## src/rtl/mult_share_arbiter.sv

```systemverilog
// Round-robin front end that shares one pipelined 4x4 multiplier between NUM_REQ clients.
// Optional per-requester grant counters are compiled in when MULT_ARB_STATS_EN is defined.
module mult_share_arbiter #(
    parameter int NUM_REQ = 4,
    parameter int ID_W    = 2,
    parameter int MUL_LAT = 2
) (
    input  logic                 clk,
    input  logic                 rst,
    input  logic                 enable,
    input  logic [NUM_REQ-1:0]   req_valid,
    input  logic [4*NUM_REQ-1:0] req_a,
    input  logic [4*NUM_REQ-1:0] req_b,
    output logic [NUM_REQ-1:0]   req_ready,
    output logic [3:0]           mul_a,
    output logic [3:0]           mul_b,
    input  logic [7:0]           mul_prod,
    output logic                 rsp_valid,
    output logic [ID_W-1:0]      rsp_id,
    output logic [7:0]           rsp_prod,
    output logic                 busy
`ifdef MULT_ARB_STATS_EN
    ,
    input  logic [ID_W-1:0]      stat_sel,
    output logic [15:0]          stat_cnt
`endif
);

    logic [ID_W-1:0] ptr;
    logic [ID_W-1:0] gnt_idx;
    logic            found;
    logic            transfer;
    logic [ID_W:0]   cand;

    logic [MUL_LAT:0] tag_v;
    logic [ID_W-1:0]  tag_id [MUL_LAT+1];

    // Search from ptr upward, wrapping at NUM_REQ; first valid requester wins.
    always_comb begin
        found   = 1'b0;
        gnt_idx = '0;
        cand    = '0;
        for (int unsigned k = 0; k < NUM_REQ; k++) begin
            cand = {1'b0, ptr} + (ID_W+1)'(k);
            if (cand >= (ID_W+1)'(NUM_REQ)) begin
                cand = cand - (ID_W+1)'(NUM_REQ);
            end
            if (!found && req_valid[cand[ID_W-1:0]]) begin
                found   = 1'b1;
                gnt_idx = cand[ID_W-1:0];
            end
        end
    end

    assign transfer  = found && enable && !rst;
    assign req_ready = transfer ? (NUM_REQ'(1) << gnt_idx) : '0;
    assign busy      = (|tag_v) | rsp_valid;

    always_ff @(posedge clk) begin
        if (rst) begin
            ptr       <= '0;
            mul_a     <= '0;
            mul_b     <= '0;
            tag_v     <= '0;
            rsp_valid <= 1'b0;
            rsp_id    <= '0;
            rsp_prod  <= '0;
            for (int unsigned k = 0; k <= MUL_LAT; k++) begin
                tag_id[k] <= '0;
            end
        end else begin
            if (transfer) begin
                mul_a <= req_a[4*gnt_idx +: 4];
                mul_b <= req_b[4*gnt_idx +: 4];
                ptr   <= (gnt_idx == ID_W'(NUM_REQ-1)) ? '0 : gnt_idx + 1'b1;
            end
            // Tag pipe never stalls; bubbles carry a don't-care id.
            tag_v     <= {tag_v[MUL_LAT-1:0], transfer};
            tag_id[0] <= gnt_idx;
            for (int unsigned k = 1; k <= MUL_LAT; k++) begin
                tag_id[k] <= tag_id[k-1];
            end
            rsp_valid <= tag_v[MUL_LAT];
            if (tag_v[MUL_LAT]) begin
                rsp_id   <= tag_id[MUL_LAT];
                rsp_prod <= mul_prod;
            end
        end
    end

`ifdef MULT_ARB_STATS_EN
    logic [15:0] grant_cnt [NUM_REQ];

    always_ff @(posedge clk) begin
        if (rst) begin
            for (int unsigned k = 0; k < NUM_REQ; k++) begin
                grant_cnt[k] <= '0;
            end
        end else if (transfer && grant_cnt[gnt_idx] != '1) begin
            grant_cnt[gnt_idx] <= grant_cnt[gnt_idx] + 16'd1;
        end
    end

    assign stat_cnt = grant_cnt[stat_sel];
`endif

endmodule

```

## config.mk

```make
export PLATFORM = sky130hd
export DESIGN_NAME = mult_share_arbiter
export DESIGN_NICKNAME = d
export VERILOG_FILES = /design/src/rtl/mult_share_arbiter.sv
export SDC_FILE = /design/constraint.sdc
export NUM_CORES = 1
export LEC_CHECK = 0
export CORE_AREA = 2 2 62 64
export CTS_BUF_LIST = sky130_fd_sc_hd__clkbuf_16
export DETAILED_ROUTE_END_ITERATION = 6
export DIE_AREA = 0 0 64 66
export PLACE_DENSITY = 0.77
export SKIP_CTS_REPAIR_TIMING = 1
export SLEW_MARGIN = 20
export SYNTH_ARGS = -nofsm -noshare
export SYNTH_HDL_FRONTEND = slang
export SYNTH_SLANG_ARGS = --single-unit
```

## constraint.sdc

```tcl
create_clock -name clk -period 1.9 [get_ports clk]
set_input_delay 0.38 -clock clk [delete_from_list [all_inputs] [get_ports clk]]
set_output_delay 0.38 -clock clk [all_outputs]
set_load 0.01 [all_outputs]
```

# Word-level counts from Yosys, hierarchy flattened
# Memory sizes are Yosys's and may differ from the RTL's. A register that Yosys moved wholly into a read port is not among the register bits.
# Index checks and enable logic that the tools add are counted.
# totals
ff_bits	22
mem_bits_rw	6
in_bits	47
output_inout_bits	24
elab_cells	69
memories	1
# op_classes
n_addsub	8
n_lt_le_gt_ge	8
eq_ne	1
shift	3
muxes	28
n_bitwise	4
reduce_logical	10
# memory_table
memory	depth	width	read_ports	rd_clocked_by_memory_dff	wr	line_no	source
tag_id	3	2	3	1	3	36	logic [ID_W-1:0] tag_id [MUL_LAT+1];
# op_table
cell	count
$shiftx A16 B5 Y4	2
$mux W2	12
$lt A2 B3 Y1 const B	4
$mux W1	11
$ge A3 B3 Y1 const B	3
$bmux W1 S2	4
$sub A2 B1 Y2 const B	4
$add A2 B2 Y3 const B	2
$logic_and A1 B1 Y1	5
$logic_not A1 Y1	4
$mux W4	1
$or A1 B1 Y1	4
$shl A1 B2 Y4 const A	1
$add A2 B1 Y3 const B	1
$ge A2 B3 Y1 const B	1
$reduce_or A3 Y1	1
$add A2 B1 Y2 const B	1
$eq A2 B2 Y1 const B	1

# Logic depth before layout (Yosys ltp)
# Gate-level depths: netlist of run 1.
# depth
depth_word	17
ltp_mapped	7
depth_no_buf	7

# Worst setup path before layout of run 1
# Ideal clock, no wire load.
# synth_path
kind	input -> output
start	input port req_valid[2]
end	output port req_ready[3]
arrival_time_ps	1460
required_ps	1520
setup_slack_ps	60
path_stages	6
path_buffers	1
path_cell_list	or2b_1 > a21oi_2 > nor2_8 > buf_12 > ha_1 > and2_1
# synth_between
elab_chain_cells	15
word_cells_on_any_way	26
cone_classes	shift: 1; mux: 17; reduce/logical: 8
# synth_lines
element	line_no	source
start: declaration	11	input logic [NUM_REQ-1:0] req_valid,
$bmux W1 S2	48	if (!found && req_valid[cand[ID_W-1:0]]) begin
$mux W1 (not written as such)	48	
$mux W1	48	
$logic_not A1 Y1	48	
$logic_and A1 B1 Y1	48	
$mux W1	48	
$logic_not A1 Y1	48	
$logic_and A1 B1 Y1	48	
$mux W1	48	
$logic_not A1 Y1	48	
$logic_and A1 B1 Y1	48	
$mux W1	48	
$logic_and A1 B1 Y1 (2 in series)	55	assign transfer = found && enable && !rst;
$mux W4 *	56	assign req_ready = transfer ? (NUM_REQ'(1) << gnt_idx) : '0;
end: declaration	14	output logic [NUM_REQ-1:0] req_ready,
# Every way passes the cells marked *; elsewhere a longest branch is shown, timed or not. The select of a mux whose other input is x is not followed.

# Worst setup path in the final report of run 1
# layout_path
start	register ptr[1]
end	output port req_ready[3]
# layout_between
elab_chain_cells	17
word_cells_on_any_way	41
cone_classes	add/sub: 7; order compare: 4; shift: 1; mux: 21; reduce/logical: 8
# layout_lines
element	line_no	source
start: declaration	29	logic [ID_W-1:0] ptr;
start signal: assignment	75	ptr <= (gnt_idx == ID_W'(NUM_REQ-1)) ? '0 : gnt_idx + 1'b1;
branches (longest 16 deep; another with $add A2 B1 Y3)	n/a	
$mux W4 *	56	
# Mark *: on every way between the ends. The select of a mux whose other input is x is not followed.

==> metrics.md, run 1 <==
| Metric | Value |
|---|---|
| Starting density of the core | 0.364 |
| Synth Warn # | 0 |
| DR vias/cell | 4.77 |
| Final Slew Violations | 0 |
| Iteration-0 DRC Markers | 21 |
| Most frequent cells in the layout | 60 x clkdlybuf4s50_1, 29 x dfxtp_1, 27 x mux2i_1 |
| Worst-Margin Slew | approximately 0.42 ns |
| Area Growth Syn to Fin | 90.6% |
| Core footprint | ~3600 sq um |
| Metal1 wirelength | 1.38 mm |
| Nets | 272 |
| Fillers | around 260 |
| Critical path class | reg -> out |
| IO Count | a little over 70 |
| Initial antenna violation count | 0 |
| Chip width | 64 microns |
| TritonRoute pass-1 iters | 4 |
| Clock Latency Late Sink | 0.27 ns |
| Seq pwr share | 0.362 |
| Critical Path Sink Type | output pin |
| Largest fanout on the critical path | 5 |
| Uppermost layer routed | met4 |
| Static Leak | 0.00103 uW |
| DR WL/cell | 13.5 microns |
| Switching share of total power | 0.249 |
| Placed inst area | ~2200 sq um |
| CTS tree | built |
| # clock sinks | 30 |
| Dpl hpwl | 2.52 mm |
| Total grt overflow | 0 |
| Outcome | finished, violations left |
| Worst Hold Path Cells | 1 |
| Power per standard cell area | 780 nW/um^2 |
| Final Critical Period | ~2.1 ns |
| PortBufs | 70 |
| Most common cell after layout, fill and taps aside | clkdlybuf4s50_1 |
| Clock Skew | 0.00392 ns |
| Max clock buf depth | 2 |
| Synth Cell Area | 1290 sq um |
| Sequential share of the synthesized area | 0.465 |
| Syn Nets | 174 |
| Hold Vio Cnt, Final | 0 |
| RePlAce Congestion | between 0.7 and 0.8 |
| Slew margin rel. | 0.721 |
| Post-Synthesis Cells | around 130 |
| Antenna diodes | 0 |
| Clock transition at the registers of the reported paths | 0.05 ns |
| Synth unique cells | 26 |
| Pin count of the biggest net entering global routing | 22 |
| Req. time, crit path | 1.52 ns |
| Critical Path AT | 1.72 ns |
| Reg area | 604 sq um |
| CTS root buffer | clkbuf_16 |
| R2R cell count | 7 |
| Clock share of power | 0.380 |
| Layout cells sized above 1 | 0.240 |
| Max frequency | approximately 0.48 GHz |
| RSZ-0062 raised after global routing | true |
| Max cap viols | 0 |
| Fin crit share | 1.11 |
| Metal3 WL | 290 microns |
| DRT Wirelength | between 3 and 4 mm |
| Inserted Clock Buffers | 5 |
| Internal power | 1440 uW |
| H-tree depth | 2 |
| Met2 WL | roughly 1.9 mm |
| Multi-input gate area | 748 sq um |
| Avg Inst Size Synth | between 10 and 15 sq um |
| Site Rows | 22 |
| Hold Crit Class | reg -> reg |
| Final setup margin | -0.204 ns |
| Setup violators final | 3 |
| First-pass GRT wire length | about 5.3 mm |
| Total Die Area | 4220 sq um |
| Residual DRC count | 0 |
| Vias in the first global route | 1281 |
| Gr usage total | 0.164 |
| Setup TNS | -0.396 ns |
| Final instance area | between 2000 and 2500 sq um |
| DR vias | 1301 |
| Synthesized flop and latch total | 30 |
| Switch Pwr | about 480 uW |
| Die Y-Extent | 66 microns |
| Power, Total | 1920 uW |
| Critical Path Source Type | register |
| Routed Antenna Nets | 0 |
| Combinational share of power | 0.258 |
| VDD IR-drop max | about 0.55 mV |
| Failing checks | setup timing |
## flip-flops by register name, indices dropped and copies added (netlist names)
signal / cells
rsp_id: 2
rsp_valid: 1
mul_a: 4
mul_b: 4
rsp_prod: 8
tag_v: 3
tag_id: 6
ptr: 2
## through the flow
| stage | worst slack [ns] | std cells | util | hold slack [ns] |
|---|---|---|---|---|
| 3_5_place_dp | -0.841 | 258 | 0.607 | 0.425 |
| 6_report | -0.204 | 273 | 0.693 | 0.432 |
| 5_1_grt | -0.254 | 273 | 0.693 | 0.456 |
| 4_1_cts | -0.851 | 266 | 0.646 | 0.435 |
| 2_1_floorplan | 0.0595 | 126 | - | 0.414 |
| 3_3_place_gp | -0.827 | 258 | 0.607 | 0.418 |
## power groups by stage
stage	Combinational [uW]	Sequential [uW]	Clock (uW)
6_report	495	695	729
5_1_grt	531	698	781
4_1_cts	416	691	742
3_5_place_dp	414	703	0
3_3_place_gp	404	702	0
2_1_floorplan	176	713	0
## synth_stat cells (all sizes together)
library cell | n | area [sq um]
dfxtp | 30 | 601
mux2i | 28 | 280
nor2 | 16 | 76.3
nand2 | 13 | 53.8
nor2b | 8 | 50.1
o221ai | 8 | 70.1
a21oi | 4 | 23.8
buf | 4 | 35.0
inv | 2 | 7.51
nor3 | 2 | 10.0
o22ai | 2 | 18.8
and2 | 1 | 6.26
clkbuf | 1 | 3.75
ha | 1 | 12.5
nand2b | 1 | 6.26
o21a | 1 | 7.51
o21ai | 1 | 5.00
o41ai | 1 | 8.76
or2b | 1 | 7.51
or4 | 1 | 7.51
## worst paths after layout
path	startpoint	to	slack, ns
max	ptr[1]$_SDFFE_PP0P_	req_ready[3]	-0.20
min	tag_id[0][1]$_SDFF_PP0_	tag_id[1][1]$_SDFF_PP0_	0.43
max reg2reg	ptr[1]$_SDFFE_PP0P_	mul_b[2]$_SDFFE_PP0P_	0.14
min reg2reg	tag_id[0][1]$_SDFF_PP0_	tag_id[1][1]$_SDFF_PP0_	0.43
## critical path: stages (launching register included)
cell     delay (ns)
dfxtp_4        0.39
a21oi_2        0.07
o21a_1         0.20
o22ai_2        0.20
buf_4          0.16
inv_4          0.04
ha_4           0.15
and2_4         0.13
buf_6          0.11
## final cells by class
type | instances | share of cell area
clock buffer | 5 | 0.0508
tap | 48 | 0.0244
inverter | 2 | 0.00407
sequential | 30 | 0.246
clock inverter | 3 | 0.00508
multi-input combinational | 89 | 0.304
timing repair buffer | 96 | 0.366
## routing by layer
layer,global-route usage,vias to the layer above
met4,0.0978,0
li1,-,641
met5,0,-
met1,0.150,599
met2,0.301,55
met3,0.0681,6
## logic make-up after synthesis
logic type,share of synthesized area
muxes,0.217
buffers and inverters,0.0359
AOI/OAI and AO/OA,0.104
adders and majority gates,0.00969
and+or+nand+nor,0.169
DFF,0.465
(Power assumes the default switching activity.)
==> run 2: changes to the inputs <==
--- a/config.mk
+++ b/config.mk
@@ -5,11 +5,11 @@
 export SDC_FILE = /design/constraint.sdc
 export NUM_CORES = 1
 export LEC_CHECK = 0
-export CORE_AREA = 2 2 62 64
+export CORE_AREA = 2 2 65 67
 export CTS_BUF_LIST = sky130_fd_sc_hd__clkbuf_16
 export DETAILED_ROUTE_END_ITERATION = 6
-export DIE_AREA = 0 0 64 66
-export PLACE_DENSITY = 0.77
+export DIE_AREA = 0 0 67 69
+export PLACE_DENSITY = 0.74
 export SKIP_CTS_REPAIR_TIMING = 1
 export SLEW_MARGIN = 20
 export SYNTH_ARGS = -nofsm -noshare
==> constraint.sdc (replaced) <==
create_clock -name clk -period 1.85 [get_ports clk]
set_input_delay 0.37 -clock clk [delete_from_list [all_inputs] [get_ports clk]]
set_output_delay 0.37 -clock clk [all_outputs]
set_load 0.01 [all_outputs]
==> metrics.md, run 2 (same netlist as run 1, synthesis figures left out) <==
| Metric | Value |
|---|---|
| Dpl hpwl | 2.41 mm (-4.6%) |
| RePlAce Congestion | 0.736 (-7.9%) |
| Area Growth Syn to Fin | 86.5% |
| Site Rows | 23 (+4.5%) |
| Residual DRC count | 0 (unchanged) |
| Total Die Area | 4620 sq um (+9.4%) |
| Failing checks | setup timing |
| Max reg flops | 8 (unchanged) |
| Nets | 263 (-3.3%) |
| DR vias/cell | 4.73 (-0.84%) |
| Fillers | 345 (+31%) |
| Clock transition at the registers of the reported paths | 0.05 ns (about the same) |
| Slew margin rel. | 0.805 (+0.0841) |
| Critical Path Sink Type | output pin |
| Static Leak | 0.000996 uW (-3.6%) |
| VDD IR-drop max | 0.576 mV (+5.5%) |
| IO Count | 71 (unchanged) |
| Req. time, crit path | 1.48 ns (-0.04 ns) |
| Antenna diodes | 0 (unchanged) |
| Final Slew Violations | 0 (unchanged) |
| Outcome | finished, violations left |
| Critical path class | reg -> out |
| Worst-Margin Slew | 0.289 ns (-0.129 ns) |
| Critical Path AT | 1.64 ns (-0.08 ns) |
| Most common cell after layout, fill and taps aside | clkdlybuf4s50_1 |
| Die Y-Extent | 69 microns (+4.5%) |
| PortBufs | 70 (unchanged) |
| Clock Latency Late Sink | 0.27 ns (about the same) |
| Setup violators final | 4 (+1) |
| First-pass GRT wire length | 5.35 mm (+1.4%) |
| H-tree depth | 2 (unchanged) |
| Final setup margin | -0.162 ns (+0.0429 ns) |
| Final Critical Period | 2.01 ns |
| Initial antenna violation count | 0 (unchanged) |
| Power per standard cell area | 910 nW/um^2 (+17%) |
| Gr usage total | 0.153 (-0.0109) |
| DP Cell Count | 257 (-0.39%) |
| Most frequent cells in the layout | 61 x clkdlybuf4s50_1, 29 x dfxtp_1, 27 x mux2i_1 |
| Final Non-Filler Cells | 266 (-2.6%) |
| TritonRoute pass-1 iters | 4 (unchanged) |
| Largest fanout on the critical path | 5 (unchanged) |
| Max frequency | 0.497 GHz |
| Total grt overflow | 0 (unchanged) |
| DRT Wirelength | 3.38 mm (-8.0%) |
| Iteration-0 DRC Markers | 40 (+90%) |
| Inserted Clock Buffers | 5 (unchanged) |
| Clock Skew | 0.00260 ns (-0.00132 ns) |
| DR WL/cell | 12.7 microns (-5.6%) |
| Top reg by flops | rsp_prod |
| Core footprint | 3910 sq um (+10%) |
| Max cap viols | 0 (unchanged) |
| Biggest regs | rsp_prod: 8 flops, tag_id: 6 flops |
| Hold Crit Class | reg -> reg |
| Power, Total | 2190 uW (+14%) |
| # clock sinks | 30 (unchanged) |
| Critical Path Source Type | register |
| RSZ-0062 raised after global routing | true |
| Pin count of the biggest net entering global routing | 22 (unchanged) |
| Fin crit share | 1.09 |
| Hold Vio Cnt, Final | 0 (unchanged) |
| DR vias | 1257 (-3.4%) |
| Vias in the first global route | 1262 (-1.5%) |
| Final core utilization | 0.615 (-0.0777) |
| Starting density of the core | 0.330 (-0.0337) |
| Routed Antenna Nets | 0 (unchanged) |
| CTS tree | built |
| Chip width | 67 microns (+4.7%) |
| Layout cells sized above 1 | 0.208 (-0.0317) |
| CTS root buffer | clkbuf_16 |
| Max clock buf depth | 2 (unchanged) |
run 2: cell type report:
| type | instances | area (sq um) | area share |
|---|---|---|---|
| tap | 50 | 62.6 | 0.0260 |
| timing repair buffer | 87 | 831 | 0.345 |
| clock buffer | 5 | 125 | 0.0519 |
| inverter | 2 | 7.51 | 0.00312 |
| sequential | 30 | 604 | 0.251 |
| clock inverter | 3 | 63.8 | 0.0265 |
| multi-input combinational | 89 | 714 | 0.297 |
run 2: worst paths after layout:
check / start / end / slack (ns) / cells past startpoint
worst max-delay path: ptr[1]$_SDFFE_PP0P_ / req_ready[3] / -0.16 / 7
worst min-delay path: tag_id[1][0]$_SDFF_PP0_ / tag_id[2][0]$_SDFF_PP0_ / 0.44 / 1
worst max register to register: ptr[1]$_SDFFE_PP0P_ / mul_a[3]$_SDFFE_PP0P_ / 0.13 / 6
worst min register to register: tag_id[1][0]$_SDFF_PP0_ / tag_id[2][0]$_SDFF_PP0_ / 0.44 / 1
run 2: metrics by stage:
step	worst slack [ns]	TNS (ns)	hold WS (ns)	cell area, sq um
3_5_place_dp	-0.881	-6.23	0.429	2140
6_report	-0.162	-0.457	0.436	2410
3_3_place_gp	-0.848	-5.83	0.419	2140
5_1_grt	-0.200	-0.717	0.463	2410
2_1_floorplan	0.0295	0	0.414	1290
4_1_cts	-0.880	-3.72	0.440	2320
run 2: power breakdown:
part	internal [uW]	switching (uW)
Clock	765	273
Sequential	689	20.3
Combinational	266	179
Total	1720	472
run 2: metal layers:
| metal | up-vias | global-route usage | share of wire |
|---|---|---|---|
| met5 | - | 0 | 0 |
| met2 | 48 | 0.255 | 0.50 |
| met3 | 4 | 0.0636 | 0.088 |
| met4 | 0 | 0.0748 | 0.014 |
| met1 | 581 | 0.162 | 0.39 |
| li1 | 624 | - | - |
run 2: worst max-delay path, cell delays in order (launching register included):
cell and delay, ns:
dfxtp_4 0.38, a21oi_2 0.06, o21a_1 0.21, o22ai_2 0.23, inv_2 0.09, ha_4 0.16, and2_4 0.12, buf_6 0.11
==> RTL edit 1: new RTL, config.mk and constraints of run 1 <==
The option `MULT_ARB_STATS_EN` is turned on by a define.
--- a/src/rtl/mult_share_arbiter.sv
+++ b/src/rtl/mult_share_arbiter.sv
@@ -1,4 +1,6 @@
 // Round-robin front end that shares one pipelined 4x4 multiplier between NUM_REQ clients.
 // Optional per-requester grant counters are compiled in when MULT_ARB_STATS_EN is defined.
+`define MULT_ARB_STATS_EN
+
 module mult_share_arbiter #(
     parameter int NUM_REQ = 4,
Ports: changed (added stat_cnt and stat_sel); port bits go from 71 to 89. The function was not compared with the original's and may differ.
==> RTL edit 1 against run 1 <==
Synthesized area rose to 3.8 times the old value; the flow now stops in global placement without I/O (3_1_place_gp_skip_io).
==> RTL edit 1: results (changes against run 1) <==
{
  "netlist_top_cells_count": {"value": "89 x nor2_1, 64 x edfxtp_1, 43 x mux2i_1, 35 x nand2_1, 30 x dfxtp_1", "change": "was 30 x dfxtp_1, 28 x mux2i_1, 15 x nor2_1, 11 x nand2_1"},
  "syn-cell-area": {"value": 4932, "unit": "sq um", "change": "was 1291 sq um"},
  "synth_seq_cells": {"value": 94, "change": "was 30"},
  "synth_flop_cell": {"value": "edfxtp_1", "change": "was dfxtp_1"},
  "sequential_cell_area_fraction_in_the_yosys_report": {"value": 51.14, "unit": "%", "change": "was 46.51%"},
  "outcome.stop_stage": "global placement without I/O (3_1_place_gp_skip_io)",
  "post_synth_main_area_contributors": {"value": "edfxtp_1 39%, dfxtp_1 12%, mux2i_1 8.7%", "change": "was dfxtp_1 47%, mux2i_1 22%, o221ai_1 5.4%"},
  "toolErrorMsg": "[ERROR GPL-0301] Utilization 153.970 % exceeds 100%.",
  "synth_async_sr_flop_share": {"value": 0, "unit": "%", "change": "unchanged"},
  "status": {"value": "aborted with a tool error", "change": "was complete, but fails checks"},
  "synth_cells": {"value": 426, "change": "was 126"},
  "number_of_flops_mapped_to_enable_cells_by_yosys": {"value": 64, "change": "was 0"},
  "yosysWarningCount": {"value": 0, "change": "unchanged"},
  "synthDistinctLibCells": {"value": 42, "change": "was 26"},
  "postSynthNetCount": {"value": 480, "change": "was 174"}
}
## RTL edit 1: changes by cell type after synthesis, sizes merged, moves of 10 or more
cell	delta
clkbuf	+12
edfxtp	+64
mux2i	+15
buf	+10
nor2	+73
nand2	+22
mux2	+16
xnor2	+12
mux4	+16
## RTL edit 1: cell families after synthesis
kind of cell	count (synthesis)	synth area share, %
simple gates	181	17.43
flops	94	51.14
mux	75	19.84
buf+inv	33	4.033
compound gates	24	3.501
xor+xnor	14	2.790
fa+ha+maj	5	1.268
==> RTL edit 2: new RTL, flow settings as in run 1 <==
Made on the original files. Change the parameter `NUM_REQ` from 4 to 2.
--- a/src/rtl/mult_share_arbiter.sv
+++ b/src/rtl/mult_share_arbiter.sv
@@ -2,5 +2,5 @@
 // Optional per-requester grant counters are compiled in when MULT_ARB_STATS_EN is defined.
 module mult_share_arbiter #(
-    parameter int NUM_REQ = 4,
+    parameter int NUM_REQ = 2,
     parameter int ID_W    = 2,
     parameter int MUL_LAT = 2
Ports: changed (resized req_a, req_b, req_ready and req_valid); port bits go from 71 to 51. The function was not compared with the original's and may differ.
==> RTL edit 2 against run 1 <==
Sequential cell count stayed put; critical path depth is 4 lower; worst setup slack better by 370 ps; core utilization is 17 points lower; synthesized area is 16% lower; final area is 25% lower; final cell count is 22% lower; sequential share of layout area is 8.0 points higher; routed wire length is 31% lower.
Power is not compared: it rests on default switching activity, and its combinational part moved more than twofold at a synthesized area within 25%.
==> RTL edit 2: results (changes against run 1) <==
{
  "skew": {"value": 5.028, "unit": "ps", "change": "was 3.917 ps"},
  "r2r-start": {"value": "ptr[0]$_SDFFE_PP0P_", "change": "was ptr[1]$_SDFFE_PP0P_"},
  "setup.reg_to_reg.worst_slack": {"value": 700, "unit": "ps", "change": "was 140 ps"},
  "dpl_worst_slack": {"value": -269.1, "unit": "ps", "change": "was -841.5 ps"},
  "critical_path.startpoint": {"value": "enable", "change": "was ptr[1]$_SDFFE_PP0P_"},
  "totalPowerFinal_mw": 1.584,
  "largest_stage_delay_worst_path": {"value": 500, "unit": "ps", "change": "was 390 ps"},
  "dr.first_iter.drc_count": {"value": 47, "change": "was 21"},
  "globalRouteMet1Util": {"value": 12.55, "unit": "%", "change": "was 15.04%"},
  "netlist_top_cells_count": {"value": "30 x dfxtp_1, 18 x mux2i_1, 11 x nor2_1, 9 x nand2_1", "change": "was 30 x dfxtp_1, 28 x mux2i_1, 15 x nor2_1, 11 x nand2_1"},
  "critical_path.endpoint": {"value": "req_ready[0]", "change": "was req_ready[3]"},
  "grtUsageMet2": {"value": 23.31, "unit": "%", "change": "was 30.08%"},
  "detailedPlacementHpwl": {"value": 1946, "unit": "um", "change": "was 2524 um"},
  "worstHoldStart": {"value": "tag_id[1][0]$_SDFF_PP0_", "change": "was tag_id[0][1]$_SDFF_PP0_"},
  "postSynthNetCount": {"value": 132, "change": "was 174"},
  "groute.layer.met3.usage": {"value": 6.303, "unit": "%", "change": "was 6.814%"},
  "worst_r2r_path_depth": {"value": 4, "change": "was 7"},
  "global_route_wire_length_before_repair": {"value": 4126, "unit": "um", "change": "was 5271 um"},
  "wirelength_met1": {"value": 1030, "unit": "um", "change": "was 1382 um"},
  "placed_instance_area": {"value": 1687, "unit": "sq um", "change": "was 2156 sq um"},
  "pin_count_of_the_biggest_net_entering_global_routing": {"value": 20, "change": "was 22"},
  "worstHoldEndpoint": {"value": "tag_id[2][0]$_SDFF_PP0_", "change": "was tag_id[1][1]$_SDFF_PP0_"},
  "status": {"value": "finished, final reports clean", "change": "was complete, but fails checks"},
  "timing.critical_path.max_delay_family": {"value": "buffers and inverters", "change": "was compound AO/OA/AOI/OAI gates"},
  "wl_per_cell": {"value": 11.93, "unit": "um", "change": "was 13.47 um"},
  "dr_wl_met2": {"value": 1254, "unit": "um", "change": "was 1945 um"},
  "synth_cells": {"value": 103, "change": "was 126"},
  "timing.rr.end": {"value": "mul_a[2]$_SDFFE_PP0P_", "change": "was mul_b[2]$_SDFFE_PP0P_"}
}
[RTL edit 2: changes by cell type in the layout (fill, tap and decap cells not counted), sizes merged, moves of 4 or more]
cell,delta
buf,-21
clkdlybuf4s50,-13
mux2i,-10
nand2,-4
nor2,-5
o21ai,+10
o221ai,-8
[RTL edit 2: cells by family after synthesis]
logic type      after synthesis  share of synthesized area [%]
buf+inv                       5                          2.543
simple gates                 34                          15.61
compound gates               16                          9.712
flops                        30                          55.49
mux                          18                          16.65
[RTL edit 2: layout make-up]
class	instances	area, sq um	area share (%)
Clock inverter	3	16.27	0.8826
Multi-Input combinational cell	68	461.7	25.05
Sequential cell	30	600.6	32.59
Clock buffer	5	125.1	6.789
Inverter	1	3.754	0.2037
Tap cell	48	60.06	3.259
Timing Repair Buffer	59	575.6	31.23
[RTL edit 2: worst reg2reg max path, stage by stage, from the launching register on]
cell     delay (ps)
dfxtp_1         360
o21ai_2         190
buf_4           230
mux2i_1         220
o21ai_1          80
